File: config.mk
export PLATFORM = sky130hd
export DESIGN_NAME = onehot_scan_encoder
export DESIGN_NICKNAME = d
export VERILOG_FILES = /design/src/rtl/onehot_scan_pkg.sv /design/src/rtl/onehot_scan_encoder_priority_encoder.sv /design/src/rtl/onehot_scan_encoder.sv
export SDC_FILE = /design/constraint.sdc
export NUM_CORES = 1
export LEC_CHECK = 0
export CORE_UTILIZATION = 43
export CTS_BUF_LIST = sky130_fd_sc_hd__clkbuf_4
export DETAILED_ROUTE_END_ITERATION = 12
export HOLD_SLACK_MARGIN = 0.02
export PLACE_DENSITY_LB_ADDON = 0.25
export SLEW_MARGIN = 20
export SYNTH_ARGS = -nofsm -noshare
export SYNTH_HDL_FRONTEND = slang
export SYNTH_SLANG_ARGS = --single-unit
File: constraint.sdc
create_clock -name clk -period 1.8 [get_ports clk]
set_clock_uncertainty 0.1 [all_clocks]
set_input_delay 0.27 -clock clk [delete_from_list [all_inputs] [get_ports clk]]
set_output_delay 0.27 -clock clk [all_outputs]
set_load 0.05 [all_outputs]
File: src/rtl/onehot_scan_pkg.sv
// Shared types and defaults for the one-hot scan encoder.
// The encoder top and its priority-encoder sub-module both import this package.
package onehot_scan_pkg;

    typedef enum logic {
        S_IDLE,
        S_SCAN
    } scan_state_t;

    localparam int ONEHOT_SCAN_N_DEFAULT = 8;

endpackage : onehot_scan_pkg

File: src/rtl/onehot_scan_encoder_priority_encoder.sv
// Combinational priority encoder that returns the index of the first set bit in scan order.
// Defining ONEHOT_SCAN_MSB_FIRST_EN makes the highest set bit win; the default makes the lowest win.
module priority_encoder
    import onehot_scan_pkg::*;
#(
    parameter  int N = ONEHOT_SCAN_N_DEFAULT,
    localparam int W = $clog2(N)
) (
    input  logic [N-1:0] in_bits,
    output logic [W-1:0] index,
    output logic         any
);

    always_comb begin
        index = '0;
`ifdef ONEHOT_SCAN_MSB_FIRST_EN
        // The last match in an ascending loop is the highest set bit.
        for (int i = 0; i < N; i++) begin
            if (in_bits[i]) begin
                index = W'(i);
            end
        end
`else
        // The last match in a descending loop is the lowest set bit.
        for (int i = N - 1; i >= 0; i--) begin
            if (in_bits[i]) begin
                index = W'(i);
            end
        end
`endif
    end

    assign any = |in_bits;

endmodule : priority_encoder

File: src/rtl/onehot_scan_encoder.sv
// Takes an N-bit vector and emits the index of each set bit, one per output handshake.
// Scan order is lowest bit first, or highest bit first when ONEHOT_SCAN_MSB_FIRST_EN is defined.
module onehot_scan_encoder
    import onehot_scan_pkg::*;
#(
    parameter  int N = ONEHOT_SCAN_N_DEFAULT,
    localparam int W = $clog2(N)
) (
    input  logic         clk,
    input  logic         rst,
    input  logic         i_valid,
    output logic         i_ready,
    input  logic [N-1:0] i_bits,
    output logic         o_valid,
    input  logic         o_ready,
    output logic [W-1:0] o_index,
    output logic         o_last,
    output logic         o_empty
);

    localparam logic [N-1:0] ONE = {{(N-1){1'b0}}, 1'b1};

    scan_state_t  state_q, state_d;
    logic [N-1:0] mask_q, mask_d;
    logic         empty_q, empty_d;

    logic [W-1:0] enc_index;
    logic         enc_any;
    logic         mask_single;

    priority_encoder #(
        .N (N)
    ) u_enc (
        .in_bits (mask_q),
        .index   (enc_index),
        .any     (enc_any)
    );

    // Exactly one bit set: the mask is nonzero and clearing its lowest bit leaves nothing.
    assign mask_single = enc_any && ((mask_q & (mask_q - ONE)) == '0);

    always_comb begin
        state_d = state_q;
        mask_d  = mask_q;
        empty_d = 1'b0;
        case (state_q)
            S_IDLE: begin
                if (i_valid) begin
                    if (i_bits != '0) begin
                        mask_d  = i_bits;
                        state_d = S_SCAN;
                    end else begin
                        empty_d = 1'b1;
                    end
                end
            end
            S_SCAN: begin
                if (o_ready) begin
                    mask_d = mask_q & ~(ONE << enc_index);
                    if (mask_single) begin
                        state_d = S_IDLE;
                    end
                end
            end
            default: begin
                state_d = S_IDLE;
                mask_d  = '0;
            end
        endcase
    end

    always_ff @(posedge clk) begin
        if (!rst) begin
            state_q <= S_IDLE;
            mask_q  <= '0;
            empty_q <= 1'b0;
        end else begin
            state_q <= state_d;
            mask_q  <= mask_d;
            empty_q <= empty_d;
        end
    end

    assign i_ready = (state_q == S_IDLE);
    assign o_valid = (state_q == S_SCAN);
    assign o_index = o_valid ? enc_index : '0;
    assign o_last  = o_valid && mask_single;
    assign o_empty = empty_q;

endmodule : onehot_scan_encoder

; ---- Yosys cells after proc, flatten, opt, wreduce, memory -nomap -nowiden
; Cells that the tools add are included.
[classes]
n_addsub = 1
mul = 0
n_div = 0
order_cmp = 0
eq_ne = 3
shift = 1
muxes = 19
bitwise_logic = 6
reduce_logical = 7
[ops]
columns = op, n
row1 = $mux 3, 9
row2 = $mux 8, 3
row3 = $and 8x8->8, 2
row4 = $pmux 8 s2, 1
row5 = $logic_not 8->1, 1
row6 = $not 8->8, 1
row7 = $reduce_bool 8->1, 1
row8 = $reduce_or 8->1, 1
row9 = $shl 1x3->8 const A, 1
row10 = $sub 8x1->8 const B, 1
row11 = $mux 1, 5
row12 = $ne 2x2->1 const B, 2
row13 = $not 1->1, 3
row14 = $reduce_and 3->1, 1
row15 = $reduce_or 3->1, 1
row16 = $logic_and 1x1->1, 2
row17 = $ne 2x1->1 const B, 1
row18 = $pmux 1 s2, 1
[totals]
ff_bits = 10
latchBits = 0
ramBits = 0
mem_bits_ro = 0
inputBits = 12
output_inout_bits = 7
word_cells = 40
memories = 0

; ---- Longest topological paths before layout
[logic_depth]
word_depth = 13
ltp_mapped = 6
mapped_depth_nobuf = 5

; ---- Hierarchy
; Synthesis repeated with hierarchy kept, for this count alone.
[hier_totals]
cells_unflattened = 85
hier_area_um2 = 620.6
[by_module_without_submodules]
columns = mod, n_inst, cells_per_inst, area_each_um2, seq_area_each_um2
row1 = onehot_scan_encoder, 1, 72, 539.3, 200.2
row2 = priority_encoder, 1, 13, 81.3, 0.0

; ---- Worst setup path before layout
; Ideal clock, no wire load.
[synth_path]
path_type = flip-flop to flip-flop
start = register state_q (netlist: o_valid)
end = register mask_q[4]
setup_ns = 0.065
t_arrival_ns = 2.748
required_time_ns = 1.635
slack_ns = -1.113
path_stages_with_launch = 5
n_path_buf = 0
period_less_slack_ns = 2.913
cell_sequence = dfxtp_1 -> inv_1 -> a211oi_1 -> o311ai_0 -> nand2_1
[synth_via]
elab_chain_len = 3
elab_cells_between_ends = 6
classes_between = eq/ne: 3 / mux: 1 / bitwise: 1 / reduce/logical: 1
[synth_lines]
columns = element, line_no
row1 = start: declaration, onehot_scan_encoder.sv:23  ; scan_state_t state_q, state_d;
row2 = start signal: assignment, onehot_scan_encoder.sv:78  ; state_q <= state_d;
row3 = $not 1->1 *, -
row4 = named net i_ready, onehot_scan_encoder.sv:12  ; output logic i_ready,
row5 = $ne 2x1->1 (no source line) / $ne 2x2->1 (equally long branches), -
row6 = $reduce_and 3->1 (no source line), -
row7 = end signal: assignment, onehot_scan_encoder.sv:79  ; mask_q <= mask_d;
row8 = end: declaration, onehot_scan_encoder.sv:24  ; logic [N-1:0] mask_q, mask_d;
; Mark *: on every way through the listed nets, which the timed path passes. The rest lies on a longest branch.
; A chain may end at the register's enable or synchronous reset.

; ---- Worst setup path after layout
[layout_path]
start = register mask_q[5]
end = output port o_last
[layout_via]
elab_chain_len = 5
elab_cells_between_ends = 6
classes_between = add/sub: 1 / bitwise: 1 / reduce/logical: 4
[layout_lines]
columns = element, line_no
row1 = $sub 8x1->8, onehot_scan_encoder.sv:40  ; assign mask_single = enc_any && ((mask_q & (mask_q - ONE)) == '0);
row2 = $and 8x8->8, onehot_scan_encoder.sv:40
row3 = $logic_not 8->1, onehot_scan_encoder.sv:40
row4 = $logic_and 1x1->1 *, onehot_scan_encoder.sv:40
row5 = $logic_and 1x1->1 *, onehot_scan_encoder.sv:87  ; assign o_last = o_valid && mask_single;
row6 = end: declaration, onehot_scan_encoder.sv:17  ; output logic o_last,
; Every way passes the cells marked *; elsewhere a longest branch is shown, timed or not.

==> flow_summary.json <==
{
  "syn-num-nets": 97,
  "grt_pass1_wl_mm": 2.967,
  "htreeDepth": 1,
  "grt_start_max_net_pins": 17,
  "grt.overflow.total": 0,
  "yosys-top-cells-count": "nand2_1 (13), dfxtp_1 (10), a21oi_1 (9)",
  "violations": "setup timing",
  "clk_pin_slew_ns": 0.07,
  "synth_ff_type": "dfxtp_1",
  "die-area_mm2": 0.001703,
  "hp-class": "flip-flop to flip-flop",
  "ant_nets": 0,
  "timing.hold.ws_ns": 0.4109,
  "synthCells": 85,
  "fillers": 94,
  "cp_max_fo": 4,
  "finalSetupTns_ns": -0.7370,
  "synth_adder_area_share_pct": 1.509,
  "drv_slew": 0,
  "synth_top_family_by_area": "simple AND/OR/NAND/NOR gates",
  "track_usage_pct": 26.79,
  "synth_xor_area_share_pct": 0,
  "max_slew_margin_pct": 65.93,
  "start_kind": "flip-flop",
  "num_antenna_cells": 0,
  "timing.rr.start": "mask_q[5]",
  "cts_tree": "built",
  "report.final.setup_viol": 4,
  "leakage_nw": 0.4036,
  "ys_warn_count": 0,
  "crit_start": "mask_q[5]",
  "syn_to_final_growth_pct": 62.26,
  "nNetsFinal": 129,
  "cts_sinks": 10,
  "multiInputGateArea_um2": 485.5,
  "seq_area_frac_synth_pct": 30.19,
  "final.min_clock_period_ns": 2.059,
  "rows": 13,
  "synth_seq_cells": 10,
  "ys_async_sr_fraction_pct": 0,
  "hpwl_mm": 1.501,
  "insertion_delay_ns": 0.26,
  "vias": 787,
  "crit_required_ns": 1.43,
  "crit_type": "flip-flop to output pin",
  "synth.most_common_cell": "nand2_1",
  "synth_top_area_share_pct": 30.19,
  "dr.pass1.iters": 4,
  "power-per-cell-area_mw_per_mm2": 738.1,
  "clockBufferDepth": 2,
  "setup.worst_path.end_class": "output pin",
  "antenna_found_initial": 0,
  "gp_congestion": 0.8375,
  "synthMuxAreaShare_pct": 0,
  "syn_area_um2": 663.1,
  "grt_setup_unrepaired": "yes",
  "synth_cell_type_count": 35,
  "initial_core_util_pct": 48.53,
  "grt_pass1_vias": 707,
  "die_w_um": 41.27,
  "yosysTopAreaCell": "dfxtp_1",
  "post-place-ws_ns": -0.08147,
  "min_period_over_period_pct": 114.4,
  "initialDrtViolationCount": 29,
  "synth-edff-count": 0,
  "worst_slack_ns": -0.2594,
  "hp-start": "mask_q[6]",
  "cts_root_buf": "clkbuf_4",
  "fmax_ghz": 0.4856,
  "vdd_drop_max_mv": 0.5491,
  "drt-wirelength-per-cell_um": 15.43,
  "hold_viol_final": 0,
  "ioPinCount": 19,
  "status": "finished with violations",
  "tightest_slew_ns": 0.5095,
  "synth_area_leaders": "dfxtp_1 (30%), nand2_1 (7.4%), a21oi_1 (6.8%)",
  "avgSynthCellArea_um2": 7.802,
  "layout-drive-gt1-share_pct": 42.24,
  "drv_cap": 0,
  "ff_latch_area_um2": 214.0,
  "numCtsBuffers": 3,
  "critPathArrivalTime_ns": 1.69,
  "synthSimpleGateAreaFrac_pct": 31.89,
  "fp.dieH_um": 41.27,
  "wirelength_mm": 2.021,
  "power_uw": 794.3,
  "drcViolationCount": 0,
  "core_area_mm2": 0.001366,
  "io_buffers": 18,
  "post_drt_via_cell_ratio": 6.008,
  "synth_compound_area_share_pct": 26.42
}
final cells by class:
type | count | share of cell area, %
Timing Repair Buffer | 31 | 29.07
Clock buffer | 4 | 2.791
Multi-Input combinational cell | 68 | 45.12
Inverter | 3 | 1.395
Sequential cell | 10 | 19.88
Tap cell | 15 | 1.744
per-stage QoR:
stage,std cells,cell area [µm²],utilization [%]
floorplan,85,700.7,-
global placement,124,939.7,68.77
detailed placement,124,939.7,68.77
CTS,131,1060,77.56
global route,131,1076,78.75
finish,131,1076,78.75
flip-flops by register name, summed over array words and instances, names as in the netlist:
name	cells
o_empty	1
mask_q	8
o_valid	1
cells in the final DEF, fill, tap and decap left out, types with 3 or more instances in the layout:
cell type / count
clkdlybuf4s50_1: 11
nand3_1: 7
dfxtp_1: 3
nand2_1: 13
clkbuf_4: 4
dfxtp_2: 5
a21oi_1: 8
nor2_1: 4
buf_12: 3
buf_6: 4
o21ai_1: 5
buf_4: 13
metal layers:
metal  track usage, %  part of all wire [%]
met1            31.49                    42
met2            45.31                    52
met3            3.261                   4.4
met4            16.94                   1.7
met5                0                     0
report_power, final:
group | leakage (nW) | switching (mW) | internal, mW
combinational | 0.300 | 0.176 | 0.174
sequential | 0.0853 | 0.0297 | 0.238
clock | 0.0184 | 0.0752 | 0.101
total | 0.404 | 0.281 | 0.513
path summary, 6_finish.rpt:
path,endpoint,cells after the start,slack [ns]
max,o_last,4,-0.26
min,mask_q[6],2,0.41
max reg2reg,mask_q[2],6,0
min reg2reg,mask_q[6],2,0.41
timing repair:
action	CTS	global route
setup endpoints to repair	8	11
buffers inserted	3	0
pin swaps	10	7
gates resized for setup	18	6
hold buffers	0	0
cell families (layout without fill, tap and decap cells):
kind of cell    after synthesis  in the layout
fa+ha+maj                     1              1
compound gates               26             26
simple gates                 41             41
flops                        10             10
buf+inv                       7             38
critical path, stage by stage, from the launching register on:
cell and delay, ns:
dfxtp_1 0.35, or4_4 0.53, o211ai_1 0.28, a21oi_4 0.11
buf_12 0.16
Power figures use the tool's default switching activity.
